File: src/rtl/branch_redirect_ctrl.sv
// Branch redirect controller: turns the EX-stage taken/not-taken decision into a
// held redirect request for fetch, wrong-path flushes, misalignment flags and stats.
module branch_redirect_ctrl #(
  parameter int CNT_W = 16
) (
  input  logic             CLK,
  input  logic             RESET_N,
  input  logic             EX_VALID,
  input  logic [2:0]       EX_BRANCH_JUMP,
  input  logic             PC_SEL,
  input  logic [31:0]      EX_TARGET,
  input  logic             STALL,
  input  logic             IF_READY,
  output logic             REDIRECT_VALID,
  output logic [31:0]      REDIRECT_PC,
  output logic             FLUSH_IFID,
  output logic             FLUSH_IDEX,
  output logic             BUSY,
  output logic             MISALIGN,
  output logic [CNT_W-1:0] BRANCH_COUNT,
  output logic [CNT_W-1:0] TAKEN_COUNT
);

  typedef enum logic {
    IDLE,
    REDIRECT
  } state_t;

  localparam logic [2:0]       CODE_NONE = 3'b010;
  localparam logic [2:0]       CODE_JUMP = 3'b011;
  localparam logic [CNT_W-1:0] CNT_ONE   = {{(CNT_W-1){1'b0}}, 1'b1};
  localparam logic [CNT_W-1:0] CNT_MAX   = {CNT_W{1'b1}};

  state_t state;
  logic   qualify;
  logic   is_cond;
  logic   aligned;

  // Jumps redirect like branches but are left out of the branch statistics.
  assign qualify = EX_VALID && !STALL && (EX_BRANCH_JUMP != CODE_NONE);
  assign is_cond = (EX_BRANCH_JUMP != CODE_NONE) && (EX_BRANCH_JUMP != CODE_JUMP);
  assign aligned = (EX_TARGET[1:0] == 2'b00);

  always_ff @(posedge CLK or negedge RESET_N) begin
    if (!RESET_N) begin
      state          <= IDLE;
      REDIRECT_VALID <= 1'b0;
      REDIRECT_PC    <= 32'h0;
      FLUSH_IFID     <= 1'b0;
      FLUSH_IDEX     <= 1'b0;
      BUSY           <= 1'b0;
      MISALIGN       <= 1'b0;
      BRANCH_COUNT   <= '0;
      TAKEN_COUNT    <= '0;
    end else begin
      MISALIGN <= 1'b0;
      case (state)
        IDLE: begin
          REDIRECT_VALID <= 1'b0;
          FLUSH_IFID     <= 1'b0;
          FLUSH_IDEX     <= 1'b0;
          BUSY           <= 1'b0;
          if (qualify) begin
            if (is_cond && (BRANCH_COUNT != CNT_MAX))
              BRANCH_COUNT <= BRANCH_COUNT + CNT_ONE;
            if (is_cond && PC_SEL && (TAKEN_COUNT != CNT_MAX))
              TAKEN_COUNT <= TAKEN_COUNT + CNT_ONE;
            // A misaligned target traps instead of redirecting, so nothing is flushed.
            if (PC_SEL && aligned) begin
              state          <= REDIRECT;
              REDIRECT_VALID <= 1'b1;
              REDIRECT_PC    <= EX_TARGET;
              FLUSH_IFID     <= 1'b1;
              FLUSH_IDEX     <= 1'b1;
              BUSY           <= 1'b1;
            end else if (PC_SEL) begin
              MISALIGN <= 1'b1;
            end
          end
        end
        REDIRECT: begin
          // ID/EX is squashed once; IF/ID keeps being squashed until fetch moves.
          FLUSH_IDEX <= 1'b0;
          if (IF_READY) begin
            state          <= IDLE;
            REDIRECT_VALID <= 1'b0;
            FLUSH_IFID     <= 1'b0;
            BUSY           <= 1'b0;
          end
        end
        default: begin
          state          <= IDLE;
          REDIRECT_VALID <= 1'b0;
          FLUSH_IFID     <= 1'b0;
          FLUSH_IDEX     <= 1'b0;
          BUSY           <= 1'b0;
        end
      endcase
    end
  end

endmodule

File: config.mk
export PLATFORM = sky130hd
export DESIGN_NAME = branch_redirect_ctrl
export DESIGN_NICKNAME = d
export VERILOG_FILES = /design/src/rtl/branch_redirect_ctrl.sv
export SDC_FILE = /design/constraint.sdc
export NUM_CORES = 1
export LEC_CHECK = 0
export ABC_AREA = 1
export CAP_MARGIN = 10
export CORE_AREA = 8 8 129 95
export CTS_BUF_LIST = sky130_fd_sc_hd__clkbuf_4 sky130_fd_sc_hd__clkbuf_8
export DETAILED_ROUTE_END_ITERATION = 16
export DIE_AREA = 0 0 137 103
export GPL_TIMING_DRIVEN = 0
export PLACE_DENSITY = 0.62
export SETUP_SLACK_MARGIN = 0.1
export SLEW_MARGIN = 10
export SYNTH_ARGS = -nofsm -noshare
export SYNTH_HDL_FRONTEND = slang
export SYNTH_SLANG_ARGS = --single-unit
export TNS_END_PERCENT = 100
File: constraint.sdc
create_clock -name CLK -period 3.25 [get_ports CLK]
set_input_delay 0.975 -clock CLK [delete_from_list [all_inputs] [get_ports CLK]]
set_output_delay 0.975 -clock CLK [all_outputs]
set_load 0.02 [all_outputs]
# [Word level (Yosys, flattened, before mapping)]
# Cells that the tools add are included.
[word_totals] inputBits=41 elab_cells=38 output_inout_bits=69 register_bits=68
[op_classes] add_sub_neg=2 n_mux=11 n_reduce_logical=12 n_bitwise=1 n_eq_ne=5
[op_table] operator="$add A16 B1 Y16 const B" n=2
[op_table] operator="$ne A16 B16 Y1 const B" n=2
[op_table] operator="$reduce_and A3 Y1" n=3
[op_table] operator="$mux W1" n=8
[op_table] operator="$logic_and A1 B1 Y1" n=7
[op_table] operator="$ne A3 B2 Y1 const B" n=2
[op_table] operator="$pmux W1 S2" n=3
[op_table] operator="$logic_not A2 Y1" n=1
[op_table] operator="$ne A2 B2 Y1 const B" n=1
[op_table] operator="$logic_not A1 Y1" n=1
[op_table] operator="$not A1 Y1" n=1

# [Depth between registers and ports, before layout]
# Gate-level depths: netlist (run 1).
[depth] ltp_word=5 ltp_mapped=10 ltp_nobuf=9

# [Worst setup path before layout (run 1)]
# Ideal clock, no wire load.
[synth_path] kind="input to register" from="input EX_BRANCH_JUMP[0]" to="register BUSY" setup_slack_ps=1401 arrival_ps=1719 required_time_ps=3120 setup_time_ps=130 path_stages=6 n_path_buf=1 cell_sequence="nand3b_1 -> nand2_2 -> inv_4 -> nand3_4 -> buf_2 -> o21ai_0"
[synth_between] elab_chain_len=4
[synth_rtl] item="start: declaration" line_no="9" source="input logic [2:0] EX_BRANCH_JUMP,"
[synth_rtl] item="$ne A3 B2 Y1" line_no="40" source="assign qualify = EX_VALID && !STALL && (EX_BRANCH_JUMP != CODE_NONE);"
[synth_rtl] item="$logic_and A1 B1 Y1" line_no="40"
[synth_rtl] item="$mux W1" line_no="63" source="if (qualify) begin"
[synth_rtl] item="$pmux W1 S2" line_no="57" source="case (state)"
[synth_rtl] item="end signal: assignment" line_no="51" source="BUSY <= 1'b0;"
[synth_rtl] item="end signal: assignment" line_no="62" source="BUSY <= 1'b0;"
[synth_rtl] item="end signal: assignment" line_no="75" source="BUSY <= 1'b1;"
[synth_rtl] item="end: declaration" line_no="18" source="output logic BUSY,"
# No other way between the ends.
# A chain may end at the register's enable or synchronous reset.

# [Worst setup path after layout (run 1)]
[layout_path] from="register BRANCH_COUNT[12]" to="output BRANCH_COUNT[12]"
[layout_lines] item="start: declaration" line_no="20" source="output logic [CNT_W-1:0] BRANCH_COUNT,"
[layout_lines] item="start signal: assignment" line_no="65" source="BRANCH_COUNT <= BRANCH_COUNT + CNT_ONE;"
# No word-level cell between the ends.

==> results of run 1 <==
[state kept, by name, indices dropped and copies added (netlist names)]
signal        count
MISALIGN          1
FLUSH_IDEX        1
TAKEN_COUNT      16
REDIRECT_PC      32
BRANCH_COUNT     16
BUSY              1
state             1
[cell type report]
type,instances,area [sq um]
buffer,17,133
clock buffer,11,151
sequential,68,1700
tap,132,165
inverter,33,126
fill,989,5150
timing repair buffer,110,1110
multi-input combinational,348,1560
clock inverter,4,72.6
[per-layer routing]
| metal | GRT usage, % | part of all wire, % |
|---|---|---|
| met5 | 0 | 0 |
| met4 | 4.58 | 1.1 |
| met3 | 8.62 | 13 |
| met2 | 21.9 | 43 |
| met1 | 17.9 | 43 |
[per-stage QoR]
step                      cell area, sq um  TNS, ns
after detailed placement              4790        0
after global placement                4770   -83.84
after floorplan                       3520        0
after global routing                  5010        0
after CTS                             5010        0
final                                 5010        0
[synth_stat cells]
library cell / number
xnor2_1: 3
dfrtp_1: 68
nor2_2: 6
or2_2: 1
nand3_4: 1
buf_4: 4
buf_6: 6
inv_1: 30
inv_2: 2
nand3_1: 47
nand4_1: 6
inv_4: 1
nor2_4: 3
o21ai_0: 1
ha_1: 2
nand3_2: 2
nor2_1: 36
buf_2: 7
nand2_2: 5
nand2_1: 221
nand3b_1: 6
xor2_1: 8
[cell families after synthesis]
kind of cell / Yosys count / share of synthesized area, %
AND/OR/NAND/NOR: 334 / 40.6
flip-flops: 68 / 48.4
buffers and inverters: 50 / 7.37
XOR/XNOR: 11 / 2.74
adder cells (fa/ha/maj): 2 / 0.712
AO/OA/AOI/OAI: 1 / 0.142
[power by group through the flow]
stage	sequential [W]	combinational, W	clock [W]
6_report	0.00106	0.000731	0.000793
5_1_grt	0.00108	0.000806	0.000855
4_1_cts	0.00106	0.000745	0.000821
3_5_place_dp	0.00108	0.000742	0
3_3_place_gp	0.00107	0.000733	0
2_1_floorplan	0.00122	0.000207	0
[cell usage in the layout (no fill, tap or decap), types with 5 or more instances in the layout]
cell,count
buf_6,6
dfrtp_1,68
nand3_1,47
nor2_1,36
nand2_1,221
clkbuf_8,11
buf_4,5
inv_1,30
nor2_2,6
buf_2,7
xor2_1,8
nand4_1,6
nand3b_1,6
clkdlybuf4s50_1,108
nand2_2,5
[final timing paths]
| kind | to | start | slack, ns | cells past startpoint |
|---|---|---|---|---|
| worst min register to register | REDIRECT_PC[1] | REDIRECT_PC[1] | 0.47 | 2 |
| worst min-delay path | REDIRECT_PC[1] | REDIRECT_PC[1] | 0.47 | 2 |
| max in group asynchronous | TAKEN_COUNT[15] | RESET_N | 2.15 | 2 |
| worst max register to register | BRANCH_COUNT[2] | BRANCH_COUNT[0] | 1.51 | 9 |
| min in group asynchronous | BRANCH_COUNT[9] | RESET_N | 0.56 | 1 |
| worst max-delay path | BRANCH_COUNT[12] | BRANCH_COUNT[12] | 0.79 | 1 |
==> impl_metrics.csv, run 1 <==
group,metric,value,unit
synthesis,synth_seq_area_share,48.4,%
sta,final-hold-violation-count,0,
global_route,grt_pass1_wl,16.4,mm
sta,clock_skew,0.00534,ns
worst_setup_path,cp-start-kind,"flip-flop",
global_route,grt_start_max_net_pins,38,
global_route,grt_pass1_vias,3356,
cts,cts_buffers,9,
route,dr.pass1.iters,5,
route,via_per_inst,4.53,
sta,max_slew_margin,71.2,%
final_layout,drive_above_1_share,9.31,%
cts,postCtsHoldBufs,0,
die,die_w,137,um
synthesis,syn-num-nets,509,
power_and_ir_drop,intPower,0.00178,W
worst_setup_path,critical_path.max_fanout,7,
sta,finalMaxSlewViolations,0,
synthesis,ys_ff_latch,68,
global_route,antenna_found_initial,0,
synthesis,synth_top_area_cell,"dfrtp_1",
global_route,track_usage,14.9,%
route,drt_iter0_drc,179,
placement,dpl.cell_count,708,
sta,max_freq,407,MHz
worst_setup_path,cp-end-kind,"output port",
worst_setup_path,required,2.27,ns
die,start_util,34.6,%
power_and_ir_drop,switching_power,0.000807,W
die,die_area,14100,sq um
sta,setup_viol,0,
cts,clkSinkCount,68,
global_route,overflow,0,
synthesis,avgSynthCellArea,7.54,sq um
placement,gp_congestion,0.814,
sta,tightest_slew,0.433,ns
die,core.rowCount,31,
cts,clock_path_buffers,2,
power_and_ir_drop,clockPowerShare,30.6,%
die,fp.coreArea,10200,sq um
cts,clock_latency,0.34,ns
worst_setup_path,cp_num_buf_inv,1,
synthesis,synth_cell_types,22,
synthesis,synth_top_area_share,48.4,%
cts,cts_tree,"yes",
final_layout,antenna_cells,0,
status,status,"complete, no violations",
cts,clkSlewWorstSetupHoldPaths,0.07,ns
final_layout,nets,630,
placement,place_ws,0.647,ns
worst_setup_path,crit_slowest_cell,"clkdlybuf4s50_1",
route,avgRoutedWirePerCell,13.6,um
die,die_h,103,um
sta,rsz0062_at_grt,"false",
synthesis,syn_inst,466,
worst_setup_path,cp.arrival,1.48,ns
route,drcViolationCount,0,
cts,cts_max_level,3,
worst_setup_path,critPathMaxStageDelay,0.66,ns
route,num_vias,3276,
cts,ctsRootBufferMaster,"clkbuf_8",
die,ioPinCount,110,
job,cap_violations,0,
sta,holdWs,0.469,ns
power_and_ir_drop,p_seq_share,41.1,%
hold_path,hp-class,"flip-flop to flip-flop",
power_and_ir_drop,power_density,516,nW/um^2
worst_setup_path,crit_type,"flip-flop to output port",
final_layout,stdcell_count,723,
cts,post-cts-setup-buffers,0,
power_and_ir_drop,power.total,0.00259,W
synthesis,synthTopCellsByArea,"dfrtp_1 (48%), nand2_1 (24%), nand3_1 (6.7%)",
cts,post_cts_resize_count,0,
sta,finalCriticalPeriod,2.46,ns
power_and_ir_drop,pwr-share-comb,28.2,%
sta,finalCritPeriodShare,75.6,%
route,antenna_left,0,
placement,portBuffers,109,
power_and_ir_drop,ir_worst_vdd,315,uV
route,wirelength,9.85,mm
worst_setup_path,cp_top_family,"buffers and inverters",
sta,layout_setup_ws,0.793,ns
final_layout,utilization,49.3,%
synthesis,ys_warn_count,0,
placement,dp_hpwl,7.51,mm
power_and_ir_drop,swShare,31.2,%
power_and_ir_drop,p_leak,2.36,nW
worst_setup_path,cp_cell_sequence,"clkdlybuf4s50_1",
synthesis,syn-cell-area,3520,sq um
final_layout,syn_to_final_growth,42.6,%
No activity file was read; power rests on OpenSTA's default activity.
==> inputs of run 2 (changes only) <==
==> constraint.sdc (replaced) <==
create_clock -name CLK -period 2.46 [get_ports CLK]
set_input_delay 0.738 -clock CLK [delete_from_list [all_inputs] [get_ports CLK]]
set_output_delay 0.738 -clock CLK [all_outputs]
set_load 0.02 [all_outputs]
==> results of run 2 <==
The final DEF is identical to that of run 1. Status: complete, no violations.
Among the figures that moved: setup slack after placement 0.647 ns -> 0.0938 ns; setup slack after layout 0.793 ns -> 0.240 ns; hold slack 0.469 ns -> 0.326 ns; register-to-register setup slack 1.51 ns -> 0.72 ns; total power 0.00259 W -> 0.00342 W; worst IR drop on VDD 315 uV -> 416 uV
